$ cat config.mk
export PLATFORM = sky130hd
export DESIGN_NAME = vram_fetch_sequencer
export DESIGN_NICKNAME = d
export VERILOG_FILES = /design/src/rtl/tankb_video_pkg.sv /design/src/rtl/video_counter.sv /design/src/rtl/vram_fetch_sequencer.sv
export SDC_FILE = /design/constraint.sdc
export NUM_CORES = 1
export LEC_CHECK = 0
export CORE_MARGIN = 2
export CORE_UTILIZATION = 51
export CTS_CLUSTER_SIZE = 40
export DETAILED_ROUTE_END_ITERATION = 10
export PLACE_DENSITY_LB_ADDON = 0.08
export SLEW_MARGIN = 20
export SYNTH_ARGS = -nofsm -noshare
export SYNTH_HDL_FRONTEND = slang
export SYNTH_SLANG_ARGS = --single-unit
$ cat constraint.sdc
create_clock -name clk -period 5.7 [get_ports clk]
set_input_delay 1.14 -clock clk [delete_from_list [all_inputs] [get_ports clk]]
set_output_delay 1.14 -clock clk [all_outputs]
set_load 0.03 [all_outputs]
$ cat src/rtl/tankb_video_pkg.sv
// Shared constants and types for the playfield video path: default raster
// timing, slot phase numbers within an 8-pixel tile period, CPU arbiter states.
package tankb_video_pkg;

  localparam int DEF_H_TOTAL  = 384;
  localparam int DEF_H_ACTIVE = 256;
  localparam int DEF_V_TOTAL  = 264;
  localparam int DEF_V_ACTIVE = 224;

  localparam logic [2:0] PH_TILE      = 3'd0;
  localparam logic [2:0] PH_TLATCH    = 3'd1;
  localparam logic [2:0] PH_GLATCH    = 3'd3;
  localparam logic [2:0] PH_CPU_FIRST = 3'd4;
  localparam logic [2:0] PH_CPU_LAST  = 3'd6;
  localparam logic [2:0] PH_LOAD      = 3'd7;

  typedef enum logic [1:0] {IDLE, ACCESS, ACK} cpu_state_t;

endpackage

$ cat src/rtl/video_counter.sv
// Horizontal/vertical pixel counter chain with blank decode. Also exports the
// position the counters will hold after this clk, used by registered strobes.
module video_counter
  import tankb_video_pkg::*;
#(
  parameter int H_TOTAL  = DEF_H_TOTAL,
  parameter int H_ACTIVE = DEF_H_ACTIVE,
  parameter int V_TOTAL  = DEF_V_TOTAL,
  parameter int V_ACTIVE = DEF_V_ACTIVE
) (
  input  logic       i_clk,
  input  logic       i_rst,
  input  logic       i_pix_ce,
  output logic [8:0] o_hcnt,
  output logic [8:0] o_vcnt,
  output logic       o_hblank,
  output logic       o_vblank,
  output logic [2:0] o_nxt_phase,
  output logic [4:0] o_nxt_fetch_col,
  output logic [4:0] o_nxt_row,
  output logic       o_nxt_active
);

  localparam logic [8:0] LP_H_LAST = 9'(H_TOTAL - 1);
  localparam logic [8:0] LP_V_LAST = 9'(V_TOTAL - 1);
  localparam logic [8:0] LP_H_ACT  = 9'(H_ACTIVE);
  localparam logic [8:0] LP_V_ACT  = 9'(V_ACTIVE);

  logic [8:0] r_hcnt, r_vcnt;
  logic [8:0] w_h_nxt, w_v_nxt;

  always_comb begin
    w_h_nxt = r_hcnt;
    w_v_nxt = r_vcnt;
    if (i_pix_ce) begin
      if (r_hcnt == LP_H_LAST) begin
        w_h_nxt = '0;
        w_v_nxt = (r_vcnt == LP_V_LAST) ? '0 : r_vcnt + 9'd1;
      end else begin
        w_h_nxt = r_hcnt + 9'd1;
      end
    end
  end

  always_ff @(posedge i_clk or posedge i_rst) begin
    if (i_rst) begin
      r_hcnt <= '0;
      r_vcnt <= '0;
    end else begin
      r_hcnt <= w_h_nxt;
      r_vcnt <= w_v_nxt;
    end
  end

  assign o_hcnt          = r_hcnt;
  assign o_vcnt          = r_vcnt;
  assign o_hblank        = (r_hcnt >= LP_H_ACT);
  assign o_vblank        = (r_vcnt >= LP_V_ACT);
  assign o_nxt_phase     = w_h_nxt[2:0];
  // Fetch runs one tile ahead of the pixels being shifted out; column 31 wraps.
  assign o_nxt_fetch_col = w_h_nxt[7:3] + 5'd1;
  assign o_nxt_row       = w_v_nxt[7:3];
  assign o_nxt_active    = (w_h_nxt < LP_H_ACT) && (w_v_nxt < LP_V_ACT);

endmodule

$ cat src/rtl/vram_fetch_sequencer.sv
// Playfield slot scheduler: video fetch / CPU slot arbitration on the shared
// tile VRAM and latch/load strobes. Optional FLIP_SCREEN_EN adds a flip input.
module vram_fetch_sequencer
  import tankb_video_pkg::*;
#(
  parameter int H_TOTAL  = DEF_H_TOTAL,
  parameter int H_ACTIVE = DEF_H_ACTIVE,
  parameter int V_TOTAL  = DEF_V_TOTAL,
  parameter int V_ACTIVE = DEF_V_ACTIVE
) (
  input  logic       clk,
  input  logic       res,
  input  logic       pix_ce,
  input  logic       cpu_req,
  input  logic       cpu_we,
  input  logic [9:0] cpu_addr,
`ifdef FLIP_SCREEN_EN
  input  logic       flip,
`endif
  output logic       cpu_ack,
  output logic [9:0] vram_addr,
  output logic       vram_we,
  output logic       tile_latch,
  output logic       gfx_latch,
  output logic       sh_load_n,
  output logic [8:0] hcnt,
  output logic [8:0] vcnt,
  output logic       hblank,
  output logic       vblank
);

  logic [2:0] w_phase;
  logic [4:0] w_col, w_row, w_fcol, w_frow;
  logic       w_active, w_cpu_slot, w_fetch;
  logic [9:0] w_addr_nxt;
  logic       w_we_nxt;
  cpu_state_t r_state, w_state_nxt;
  logic [9:0] r_vram_addr;
  logic       r_vram_we, r_tile_latch, r_gfx_latch, r_sh_load_n;

  video_counter #(
    .H_TOTAL (H_TOTAL),
    .H_ACTIVE(H_ACTIVE),
    .V_TOTAL (V_TOTAL),
    .V_ACTIVE(V_ACTIVE)
  ) u_cnt (
    .i_clk          (clk),
    .i_rst          (res),
    .i_pix_ce       (pix_ce),
    .o_hcnt         (hcnt),
    .o_vcnt         (vcnt),
    .o_hblank       (hblank),
    .o_vblank       (vblank),
    .o_nxt_phase    (w_phase),
    .o_nxt_fetch_col(w_col),
    .o_nxt_row      (w_row),
    .o_nxt_active   (w_active)
  );

`ifdef FLIP_SCREEN_EN
  assign w_frow = flip ? ~w_row : w_row;
  assign w_fcol = flip ? ~w_col : w_col;
`else
  assign w_frow = w_row;
  assign w_fcol = w_col;
`endif

  // Slots are judged on the phase being entered so every register lines up with it.
  assign w_cpu_slot = !w_active || ((w_phase >= PH_CPU_FIRST) && (w_phase <= PH_CPU_LAST));
  assign w_fetch    = w_active && (w_phase == PH_TILE);

  always_comb begin
    w_state_nxt = r_state;
    case (r_state)
      IDLE:    if (pix_ce && cpu_req && w_cpu_slot) w_state_nxt = ACCESS;
      ACCESS:  if (pix_ce) w_state_nxt = ACK;
      ACK:     if (!cpu_req) w_state_nxt = IDLE;
      default: w_state_nxt = IDLE;
    endcase
  end

  always_comb begin
    w_addr_nxt = cpu_addr;
    w_we_nxt   = 1'b0;
    if (w_state_nxt == ACCESS) begin
      w_we_nxt = cpu_we;
    end else if (w_fetch) begin
      w_addr_nxt = {w_frow, w_fcol};
    end
  end

  always_ff @(posedge clk or posedge res) begin
    if (res) begin
      r_state      <= IDLE;
      r_vram_addr  <= '0;
      r_vram_we    <= 1'b0;
      r_tile_latch <= 1'b0;
      r_gfx_latch  <= 1'b0;
      r_sh_load_n  <= 1'b1;
    end else begin
      r_state      <= w_state_nxt;
      r_vram_addr  <= w_addr_nxt;
      r_vram_we    <= w_we_nxt;
      r_tile_latch <= pix_ce && w_active && (w_phase == PH_TLATCH);
      r_gfx_latch  <= pix_ce && w_active && (w_phase == PH_GLATCH);
      r_sh_load_n  <= !(pix_ce && w_active && (w_phase == PH_LOAD));
    end
  end

  assign cpu_ack    = (r_state == ACK);
  assign vram_addr  = r_vram_addr;
  assign vram_we    = r_vram_we;
  assign tile_latch = r_tile_latch;
  assign gfx_latch  = r_gfx_latch;
  assign sh_load_n  = r_sh_load_n;

endmodule

==> results of run 1 <==
-- registers in the layout (all words and copies together) (netlist names) --
register,flops
r_state,2
gfx_latch,1
tile_latch,1
u_cnt.o_hcnt,9
u_cnt.o_vcnt,9
vram_addr,10
sh_load_n,1
vram_we,1
-- per-stage QoR --
step | worst slack [ns] | hold slack [ns] | power, mW | cells
floorplan | 2.715 | 0.4463 | 0.6530 | 170
global placement | 1.507 | 0.4653 | 0.8054 | 258
detailed placement | 1.395 | 0.4817 | 0.8162 | 258
CTS | 1.742 | 0.4815 | 0.9342 | 265
global route | 1.481 | 0.5099 | 0.9852 | 265
finish | 1.749 | 0.4813 | 0.9273 | 265
-- routing by layer --
metal	routed length, um	track usage	vias to the layer above
met5	0	0	-
met4	31	0.05163	0
met3	206	0.07570	4
met2	1768	0.3255	39
met1	1768	0.2759	702
li1	-	-	712
-- power by group through the flow --
stage / combinational, mW / clock (mW) / sequential, mW
after global routing: 0.489 / 0.134 / 0.361
final: 0.457 / 0.117 / 0.353
after floorplan: 0.203 / 0 / 0.450
after detailed placement: 0.459 / 0 / 0.358
after global placement: 0.451 / 0 / 0.355
after CTS: 0.460 / 0.122 / 0.352
-- Yosys cell counts, drive strengths merged, types with 5 or more instances --
| cell type | count |
|---|---|
| xor2 | 6 |
| xnor2 | 6 |
| nor3 | 5 |
| a21oi | 10 |
| nand4 | 5 |
| mux2 | 9 |
| nor2 | 6 |
| nand3 | 8 |
| o21ai | 9 |
| dfrtp | 33 |
| nand2 | 18 |
| inv | 7 |
| ha | 5 |
-- worst paths after layout --
kind,start,end,slack [ns],depth (start not counted)
min reg2reg,r_state[1],vram_we,0.48,1
max in group asynchronous,res,sh_load_n,4.17,3
min,r_state[1],vram_we,0.48,1
min in group asynchronous,res,gfx_latch,1.20,3
max reg2reg,u_cnt.o_hcnt[0],vram_addr[5],2.72,7
max,pix_ce,vram_addr[5],1.75,7
-- logic make-up (layout without fill, tap and decap cells) --
kind of cell | after synthesis | in the layout | synth area share
AND/OR/NAND/NOR | 63 | 63 | 0.2093
flip-flops | 34 | 34 | 0.4658
AO/OA/AOI/OAI | 31 | 31 | 0.1190
buffers and inverters | 15 | 64 | 0.03693
XOR/XNOR | 12 | 12 | 0.05746
multiplexers | 10 | 10 | 0.07729
adder cells (fa/ha/maj) | 5 | 5 | 0.03420
-- cell type report --
| type | count | area (um^2) |
|---|---|---|
| multi-input combinational | 121 | 909.6 |
| sequential | 34 | 852.1 |
| timing repair buffer | 50 | 498.0 |
| fill | 250 | 1001 |
| tap | 46 | 57.56 |
| clock buffer | 7 | 45.04 |
| inverter | 7 | 26.28 |
==> reports/metrics.yaml, run 1 <==
die_x_um: 63.89
routabilityCongestion: 0.8633
status: "completed"
post_cts_buffers: 0
fin_util: 0.7047
p_sw_frac: 0.4113
grt_pass1_vias: 1435
dp_hpwl_um: 2848
setup_violations: 0
yosys_warnings: 0
nets: 239
critical_path_buf_inv_count: 1
syn_avg_cell_area_um2: 10.76
cp.required_ns: 5.92
power.switching_mw: 0.3814
tightestPinTransition_ns: 0.7063
grt_start_max_net_pins: 35
viasPerCell: 5.498
rows: 21
synth_nets: 190
maxSlewViolCount: 0
cts_max_level: 2
p_leak_nw: 1.009
diodes: 0
cpMaxStageDelayCell: "clkdlybuf4s50_1"
ys_ff_latch: 34
grt_overflow: 0
area_growth_pct: 30.57
critPathKind: "in -> reg"
core_mm2: 0.003390
numCtsBuffers: 5
cp_max_fo: 18
final_cell_mix: "49 x clkdlybuf4s50_1, 33 x dfrtp_1, 17 x nand2_1"
clkLatencyLatePin_ns: 0.33
post-route-drc-count: 0
vias: 1457
hold_viol: 0
async_reset_ff_frac: 1.000
max_freq_ghz: 0.2531
cts_sinks: 34
grtUsageTotal: 0.2083
synth_top_area_frac: 0.4514
ant_nets: 0
start_util: 0.5397
grt_pass1_wl_um: 6617
combPwrFrac: 0.493
cp_cell_sequence: "clkdlybuf4s50_1 > and4_1 > nor3b_2 > nor4b_1 > o31ai_4 > nand2_4 > mux2_4"
cts_tree: "done"
synthCells: 170
synth_area_leaders: "dfrtp_1 45%, mux2_4 6.6%, nand2_1 3.5%"
cp-start-kind: "primary input"
numPortBuffers: 49
seq_power_share: 0.381
tns_ns: 0
crit_family: "simple AND/OR/NAND/NOR gates"
rsz0062_at_grt: "false"
die_area_mm2: 0.004082
cts_resized: 0
drive_above_1_share: 0.1142
hold_buffers: 0
drt_iter0_markers: 63
wl_um: 3775
slowest_delay_ns: 0.80
clock_skew_ns: 0.006887
clockBufferDepth: 2
synthDistinctLibCells: 43
yosysTopAreaCell: "dfrtp_1"
cap_violations: 0
clk_pin_slew_worst_paths_ns: 0.09
hp-class: "reg -> reg"
antenna_found_initial: 0
dr.pass1.iters: 4
end_kind: "flop"
relSlewSlack: 0.5271
synthFlopType: "dfrtp_1"
period_minus_slack_ns: 3.951
vdd_drop_max_uv: 216.2
p_per_area_mw_per_mm2: 388.2
design_area_mm2: 0.002389
synth-seq-area-share: 0.4658
crit_arrival_ns: 4.17
p_int_mw: 0.5459
final_common_cell: "clkdlybuf4s50_1"
synth_edf_count: 0
placed_area_mm2: 0.002344
io_pins: 50
period_share: 0.6932
die_h_um: 63.89
syn_area_mm2: 0.001829
clkPwrFrac: 0.126
wl_per_cell_um: 14.25
cts_root_buffer: "clkbuf_4"
Note: power is estimated with default switching activity, not from simulation.
==> run 2, diff against run 1 <==
CORE_UTILIZATION = 48   (was 51)
clock period = 4 ns   (was 5.7 ns; I/O delays follow)
==> run 2 against run 1 <==
Effect of this change:
- core utilization shrank 3.2 points
- clock power grew to 2.7 times the previous value
- sequential cell count is the same
- highest routed layer unchanged
==> reports/metrics.yaml, run 2 (synthesis results as in run 1) <==
status: "completed"
cts_sinks: 34
grt_overflow: 0
routabilityCongestion: 0.8529
start_util: 0.4997
dr.pass1.iters: 5
critical_path_buf_inv_count: 1
drt_iter0_markers: 99
hold_buffers: 0
largest_reg_flops: 10
p_leak_nw: 1.047
p_per_area_mw_per_mm2: 598.7
grt_start_max_net_pins: 35
final_cell_mix: "49 x clkdlybuf4s50_1, 33 x dfrtp_1, 17 x nand2_1"
crit_end: "vram_addr[6]"
cts_resized: 0
min_path_cells: 1
crit_family: "simple AND/OR/NAND/NOR gates"
clock_skew_ns: 0.004170
crit_arrival_ns: 3.46
relSlewSlack: 0.5144
max_freq_ghz: 0.3057
vdd_drop_max_uv: 388.6
reg2regPathDepth: 7
placed_area_mm2: 0.002354
cts_max_level: 2
cap_violations: 0
cp_max_fo: 12
viasPerCell: 5.595
area_growth_pct: 34.61
cp_cell_sequence: "clkdlybuf4s50_1 > and4_1 > nor3b_2 > nor4b_1 > o31ai_4 > nand2_4 > mux2_4"
nets: 240
fin_util: 0.6726
grt_pass1_vias: 1352
rsz0062_at_grt: "false"
design_area_mm2: 0.002462
worst-path-stages: 7
final_common_cell: "clkdlybuf4s50_1"
r2r-start: "u_cnt.o_hcnt[0]"
post_cts_buffers: 0
end_kind: "flop"
vias: 1505
setup_violations: 0
clkLatencyLatePin_ns: 0.30
critPathKind: "in -> reg"
maxSlewViolCount: 0
cp.required_ns: 4.18
cp-start-kind: "primary input"
antenna_found_initial: 0
grt_pass1_wl_um: 6527
cts_root_buffer: "clkbuf_8"
wl_per_cell_um: 14.96
tns_ns: 0
core_mm2: 0.003661
hold_viol: 0
diodes: 0
numPortBuffers: 49
io_pins: 50
grtUsageTotal: 0.2103
hp-class: "reg -> reg"
period_share: 0.8177
critical_path.startpoint: "pix_ce"
cpMaxStageDelayCell: "nor3b_2"
n_fill_cell: 293
rows: 22
worstReg2RegEnd: "vram_addr[6]"
clk_pin_slew_worst_paths_ns: 0.07
dp_hpwl_um: 2812
layoutNonFillerInstCount: 269
ant_nets: 0
regToRegSetupSlack_ns: 0.98
numCtsBuffers: 5
slowest_delay_ns: 0.63
post-route-drc-count: 0
place_inst: 261
die_h_um: 65.73
clockBufferDepth: 2
period_minus_slack_ns: 3.271
tightestPinTransition_ns: 0.7252
die_area_mm2: 0.004320
cts_tree: "done"
die_x_um: 65.73
drive_above_1_share: 0.1312
wl_um: 4023
==> run 2: cell count changes in the layout (fill, tap and decap cells not counted) <==
| cell | before | now |
|---|---|---|
| clkinv_2 | 0 | 2 |
| bufinv_16 | 0 | 1 |
| clkbuf_1 | 2 | 0 |
| clkbuf_4 | 5 | 0 |
| clkbuf_8 | 0 | 5 |
| buf_4 | 1 | 2 |
==> run 2: worst min path at each step <==
stage	start	slack, ns	to
6_report	r_state[1]	0.48	vram_we
5_1_grt	r_state[1]	0.52	vram_we
4_1_cts	r_state[1]	0.48	vram_we
3_5_place_dp	r_state[1]	0.47	vram_we
3_3_place_gp	r_state[1]	0.46	r_state[0]
2_1_floorplan	r_state[1]	0.45	vram_we
==> run 2: power breakdown <==
part / total, mW / switching [mW] / internal [mW]
Sequential: 0.505 / 0.0781 / 0.426
Clock: 0.316 / 0.133 / 0.183
Combinational: 0.654 / 0.367 / 0.286
Total: 1.47 / 0.578 / 0.896
==> run 2: layer usage <==
layer	GRT usage	routed length, um	vias up
met5	0	0	-
met4	0.1406	74	0
met3	0.04795	272	6
met2	0.3119	1868	65
met1	0.2728	1808	720
li1	-	-	714
==> run 2: layout make-up <==
type	count	area, um^2	share of cell area
Clock buffer	5	68.82	0.02795
Multi-Input combinational cell	121	909.6	0.3694
Tap cell	48	60.06	0.02439
Sequential cell	34	852.1	0.3460
Timing Repair Buffer	51	505.5	0.2053
Inverter	7	26.28	0.01067
Clock inverter	3	40.04	0.01626
==> run 2: per-stage QoR <==
step                      power (mW)  setup slack (ns)  hold WS, ns
after global placement         1.150            0.5277       0.4590
final                          1.474            0.7293       0.4827
after CTS                      1.484            0.7410       0.4779
after global routing           1.558            0.5335       0.5201
after floorplan               0.9305             1.355       0.4463
after detailed placement       1.162            0.4259       0.4723
